<file path="config.mk">
export PLATFORM = sky130hd
export DESIGN_NAME = lut_ram_fifo_ctrl
export DESIGN_NICKNAME = d
export VERILOG_FILES = /design/src/rtl/lut_ram_fifo_ctrl.sv
export SDC_FILE = /design/constraint.sdc
export NUM_CORES = 1
export LEC_CHECK = 0
export CAP_MARGIN = 10
export CORE_ASPECT_RATIO = 1.5
export CORE_UTILIZATION = 31
export DETAILED_ROUTE_END_ITERATION = 16
export GPL_TIMING_DRIVEN = 0
export PLACE_DENSITY = 0.82
export REMOVE_ABC_BUFFERS = 1
export SYNTH_ARGS = -nofsm -noshare
export SYNTH_HDL_FRONTEND = slang
export SYNTH_SLANG_ARGS = --single-unit
</file>
<file path="constraint.sdc">
create_clock -name clk -period 3 [get_ports clk]
set_input_delay 0.9 -clock clk [delete_from_list [all_inputs] [get_ports clk]]
set_output_delay 0.9 -clock clk [all_outputs]
set_load 0.005 [all_outputs]
</file>
<file path="src/rtl/lut_ram_fifo_ctrl.sv">
// Synchronous FIFO controller driving an external lut_ram.
// Owns pointers, occupancy and flags; the RAM holds the data.
module lut_ram_fifo_ctrl #(
    parameter int WIDTH     = 32,
    parameter int DEPTH     = 256,
    parameter int AFULL_LVL = DEPTH - 4,
    parameter int ADDR_W    = $clog2(DEPTH)
) (
    input  logic              clk,
    input  logic              rst,
    input  logic              flush,
    input  logic              s_valid,
    output logic              s_ready,
    input  logic [WIDTH-1:0]  s_data,
    output logic              m_valid,
    input  logic              m_ready,
    output logic [WIDTH-1:0]  m_data,
    output logic [ADDR_W:0]   count,
    output logic              full,
    output logic              empty,
    output logic              almost_full,
    output logic              ram_wr_en,
    output logic [ADDR_W-1:0] ram_wr_addr,
    output logic [WIDTH-1:0]  ram_wr_data,
    output logic [ADDR_W-1:0] ram_rd_addr,
    input  logic [WIDTH-1:0]  ram_rd_data
);

    localparam logic [ADDR_W-1:0] LAST_IDX = ADDR_W'(DEPTH - 1);
    localparam logic [ADDR_W:0]   CNT_FULL = (ADDR_W + 1)'(DEPTH);
    localparam logic [ADDR_W:0]   CNT_AF   = (ADDR_W + 1)'(AFULL_LVL);

    logic [ADDR_W-1:0] r_wr_ptr;
    logic [ADDR_W-1:0] r_rd_ptr;
    logic [ADDR_W:0]   r_count;
    logic              w_push;
    logic              w_pop;
    logic              w_full;
    logic              w_empty;

    assign w_full  = (r_count == CNT_FULL);
    assign w_empty = (r_count == '0);

    // Ready ignores a same-cycle pop so the full path stays registered-only
    assign s_ready = ~w_full & ~flush & ~rst;
    assign m_valid = ~w_empty & ~flush;
    assign w_push  = s_valid & s_ready;
    assign w_pop   = m_valid & m_ready;

    assign ram_wr_en   = w_push;
    assign ram_wr_addr = r_wr_ptr;
    assign ram_wr_data = s_data;
    assign ram_rd_addr = r_rd_ptr;
    assign m_data      = ram_rd_data;

    assign count       = r_count;
    assign full        = w_full;
    assign empty       = w_empty;
    assign almost_full = (r_count >= CNT_AF);

    always_ff @(posedge clk or posedge rst) begin
        if (rst) begin
            r_wr_ptr <= '0;
            r_rd_ptr <= '0;
            r_count  <= '0;
        end else if (flush) begin
            r_wr_ptr <= '0;
            r_rd_ptr <= '0;
            r_count  <= '0;
        end else begin
            if (w_push)
                r_wr_ptr <= (r_wr_ptr == LAST_IDX) ? '0 : r_wr_ptr + ADDR_W'(1);
            if (w_pop)
                r_rd_ptr <= (r_rd_ptr == LAST_IDX) ? '0 : r_rd_ptr + ADDR_W'(1);
            case ({w_push, w_pop})
                2'b10:   r_count <= r_count + (ADDR_W + 1)'(1);
                2'b01:   r_count <= r_count - (ADDR_W + 1)'(1);
                default: r_count <= r_count;
            endcase
        end
    end

endmodule

</file>
==> results.txt <==
----------------------------------------------------
[Yosys]
  Main synth FF type ... dfrtp_1
  Dominant cells by area after synthesis ... dfrtp_1, buf_4, ha_1
  Synth warnings ... 0
  Most frequently used cell type in the post-synthesis netlist ... buf_4
  Share of flip-flops with an asynchronous set or reset ... between 90% and 100%
  #FFs+latches synth ... 25
  Mapped cell area ... around 2200 sq um
  Syn avg cell area ... between 8 and 9 sq um
  Number of enable-type register cells in the synthesized netlist ... 0
  Cell type with the largest total area after synthesis ... dfrtp_1
  Sequential cell area fraction in the yosys report ... 29.02%
  Fraction of post-synthesis cell area in the top cell type by area ... between 20% and 30%
  Distinct cells, synth ... 47
  Synthesized instance count ... 246
  Top cells by count, synth ... buf_4, dfrtp_1, nand2_1

[Min path]
  Tightest Hold Check Type ... reg2reg
  Hold Startpoint ... ram_wr_addr[5]
  Worst Hold Path Cells ... 1
  Hold Path Sink ... ram_wr_addr[5]

[STA]
  Min setup slack post-route ... -0.1630 ns
  # setup viols final ... 4
  Worst slew margin ... between 30% and 40%
  Post-route fraction of the period consumed by the critical path ... 105.4%
  Summed negative setup slack over all endpoints ... -0.3896 ns
  Slew at the pin closest to its max-slew limit ... ~0.96 ns
  Worst clock skew on the final layout ... around 0.0027 ns
  Crit path time final ... 3.163 ns
  Max Clock Freq ... 316.2 MHz
  Final Max Tran Viols ... 0
  Unrepaired setup endpoints after global routing ... yes
  Number of hold violations in the final report ... 0

[Floorplanning]
  Die height ... 104.1 microns
  Die Width ... 70.09 microns
  Ports placed on the boundary ... 164
  Core region area ... ~6600 sq um
  Initial Utilization ... around a third
  Number of rows in the core area ... 36
  Overall die area ... about 7300 sq um

[Routing]
  Post-route antenna net violation count ... 0
  DRC violations left ... 0
  Routed wire length ... 7529 microns
  DRC marker count from the first detailed-route iteration ... about 190
  Detailed-router iteration count before antenna repair ... 4
  Total number of vias ... about 1800
  Drt wl/cell ... ~24 microns
  Vias/cell ... about 5.7

[GRT]
  Number of global-route vias before repair ... between 1500 and 2000
  Pin count of the biggest net entering global routing ... 27
  Number of antenna violations at the first check in global routing ... 0
  Remaining global-route overflow ... 0
  Total track usage ... 20.56%
  Global-route wire length before repair ... between 10000 and 15000 microns

[Placed design]
  Number of buffers added on ports ... 35
  Post-DP Area ... between 2000 and 2500 sq um
  GP Congestion ... slightly above 0.8
  Placement Setup Slack ... -1.915 ns
  DP Cell Count ... about 290
  Dpl hpwl ... between 5000 and 6000 microns

[Layout]
  Net count, final ... 324
  Layout Cells excl Fill ... 320
  Area of all placed cells without fillers ... approximately 2500 sq um
  Antenna diode count ... 0
  Share of cells above drive strength 1 ... between 20% and 30%
  Area added between synthesis and finish ... 17.24%
  Fillers ... 630

[Clock tree]
  Number of buffers on the longest clock path ... 2
  Clk slew on worst S/H paths ... 0.09 ns
  CTS tree ... done
  TritonCTS Sinks ... 25
  H-tree depth ... 1
  Clock Latency Late Sink ... about 0.27 ns
  Cell at the root of the clock tree ... clkbuf_8
  Number of buffers added by the clock tree synthesis step ... 3

[Run status]
  Violated checks ... setup timing
  Result of the run ... finished with violations

[Critical path]
  Cell count of the worst reg-to-reg path ... 13
  Startpoint-to-endpoint class of the critical path ... reg2reg
  Endpoint of the worst-slack reg-to-reg timing path ... count[7]
  Beginning of the critical path ... count[4]
  Type of origin of the critical path ... flop
  Setup slack of the worst register-to-register path ... -0.16 ns
  Critical path capture point type ... flop
  Data arrival time of the worst path ... roughly 3.3 ns
  Worst EP required ... ~3.2 ns
  Worst reg2reg startpoint ... count[4]
  Critical path fanouts, max ... 7

[Power]
  Leakage power figure ... 1.145 nW
  Areal power density over the cells ... ~570 nW/um^2
  Maximum vdd drop ... around 0.19 mV

[Job]
  Maximum capacitance violations ... 0

----------------------------------------------------
registers in the layout (all words and copies together), names as in the netlist:
name / cells
count: 9
ram_wr_addr: 8
ram_rd_addr: 8
layout make-up:
class | instances | area (sq um) | share of cell area, %
multi-input cells | 147 | 1136 | 44.95
flip-flops and latches | 25 | 634.4 | 25.10
clock buffers | 4 | 45.04 | 1.782
well taps | 76 | 95.09 | 3.762
repair buffers | 63 | 590.6 | 23.37
inverters | 5 | 26.28 | 1.040
cell usage in the layout (no fill, tap or decap), drive strengths merged, types with 5 or more instances in the layout:
cell type      count
a21oi             10
a31oi              5
buf               31
clkdlybuf4s50     26
dfrtp             25
ha                 9
inv                5
nand2             18
nand3              6
nor2              18
nor3               6
o21ai             13
xor2               8
worst max path at each step:
stage                    end  slack [ns]
global placement    count[8]       -1.77
CTS                 count[7]       -0.16
floorplan           count[7]       -0.43
detailed placement  count[8]       -1.92
global route        count[7]       -0.27
finish              count[7]       -0.16
critical path, cell delays in order, from the launching register on:
cell and delay, ns:
dfrtp_2 0.41, or4_4 0.56, nor3_4 0.22, or2_4 0.19, inv_8 0.04, nor2_4 0.27
buf_4 0.18, ha_4 0.20, o21ai_1 0.08, o21bai_1 0.09, or3_1 0.32, a31oi_1 0.20
xnor2_1 0.09, a22o_1 0.18
where the power goes:
| group | internal [W] | switching, W | total (W) |
|---|---|---|---|
| clock network | 0.0000952 | 0.000108 | 0.000204 |
| registers | 0.000377 | 0.0000590 | 0.000436 |
| logic | 0.000421 | 0.000373 | 0.000793 |
logic make-up (layout without fill, tap and decap cells):
| logic type | count (synthesis) | in the layout | share of synthesized area [%] |
|---|---|---|---|
| flip-flops | 25 | 25 | 29.02 |
| AND/OR/NAND/NOR | 73 | 73 | 18.75 |
| multiplexers | 5 | 5 | 2.380 |
| XOR/XNOR | 12 | 12 | 4.875 |
| adder cells (fa/ha/maj) | 10 | 10 | 6.152 |
| buffers and inverters | 74 | 72 | 24.49 |
| AO/OA/AOI/OAI | 47 | 47 | 14.34 |
per-layer routing:
| metal | wire length (microns) | share of wire [%] | global-route usage (%) |
|---|---|---|---|
| met5 | 0 | 0 | 2.963 |
| met4 | 845 | 11 | 20.43 |
| met3 | 1055 | 14 | 12.21 |
| met2 | 3292 | 44 | 30.01 |
| met1 | 2335 | 31 | 18.94 |
what timing repair did:
item / in CTS / in global routing
setup endpoints to repair: 21 / 8
resized for setup: 50 / 8
hold buffers: 0 / 0
buffers inserted: 20 / 10
pin swaps: 18 / 11
metrics by stage:
stage	hold slack [ns]	power [W]	util [%]
floorplan	0.4825	0.0007616	-
global placement	0.4904	0.0009601	31.59
detailed placement	0.4891	0.0009794	31.59
CTS	0.5007	0.001349	36.62
global route	0.5196	0.001517	38.17
finish	0.4960	0.001433	38.17
No activity file was read; power rests on OpenSTA's default activity.
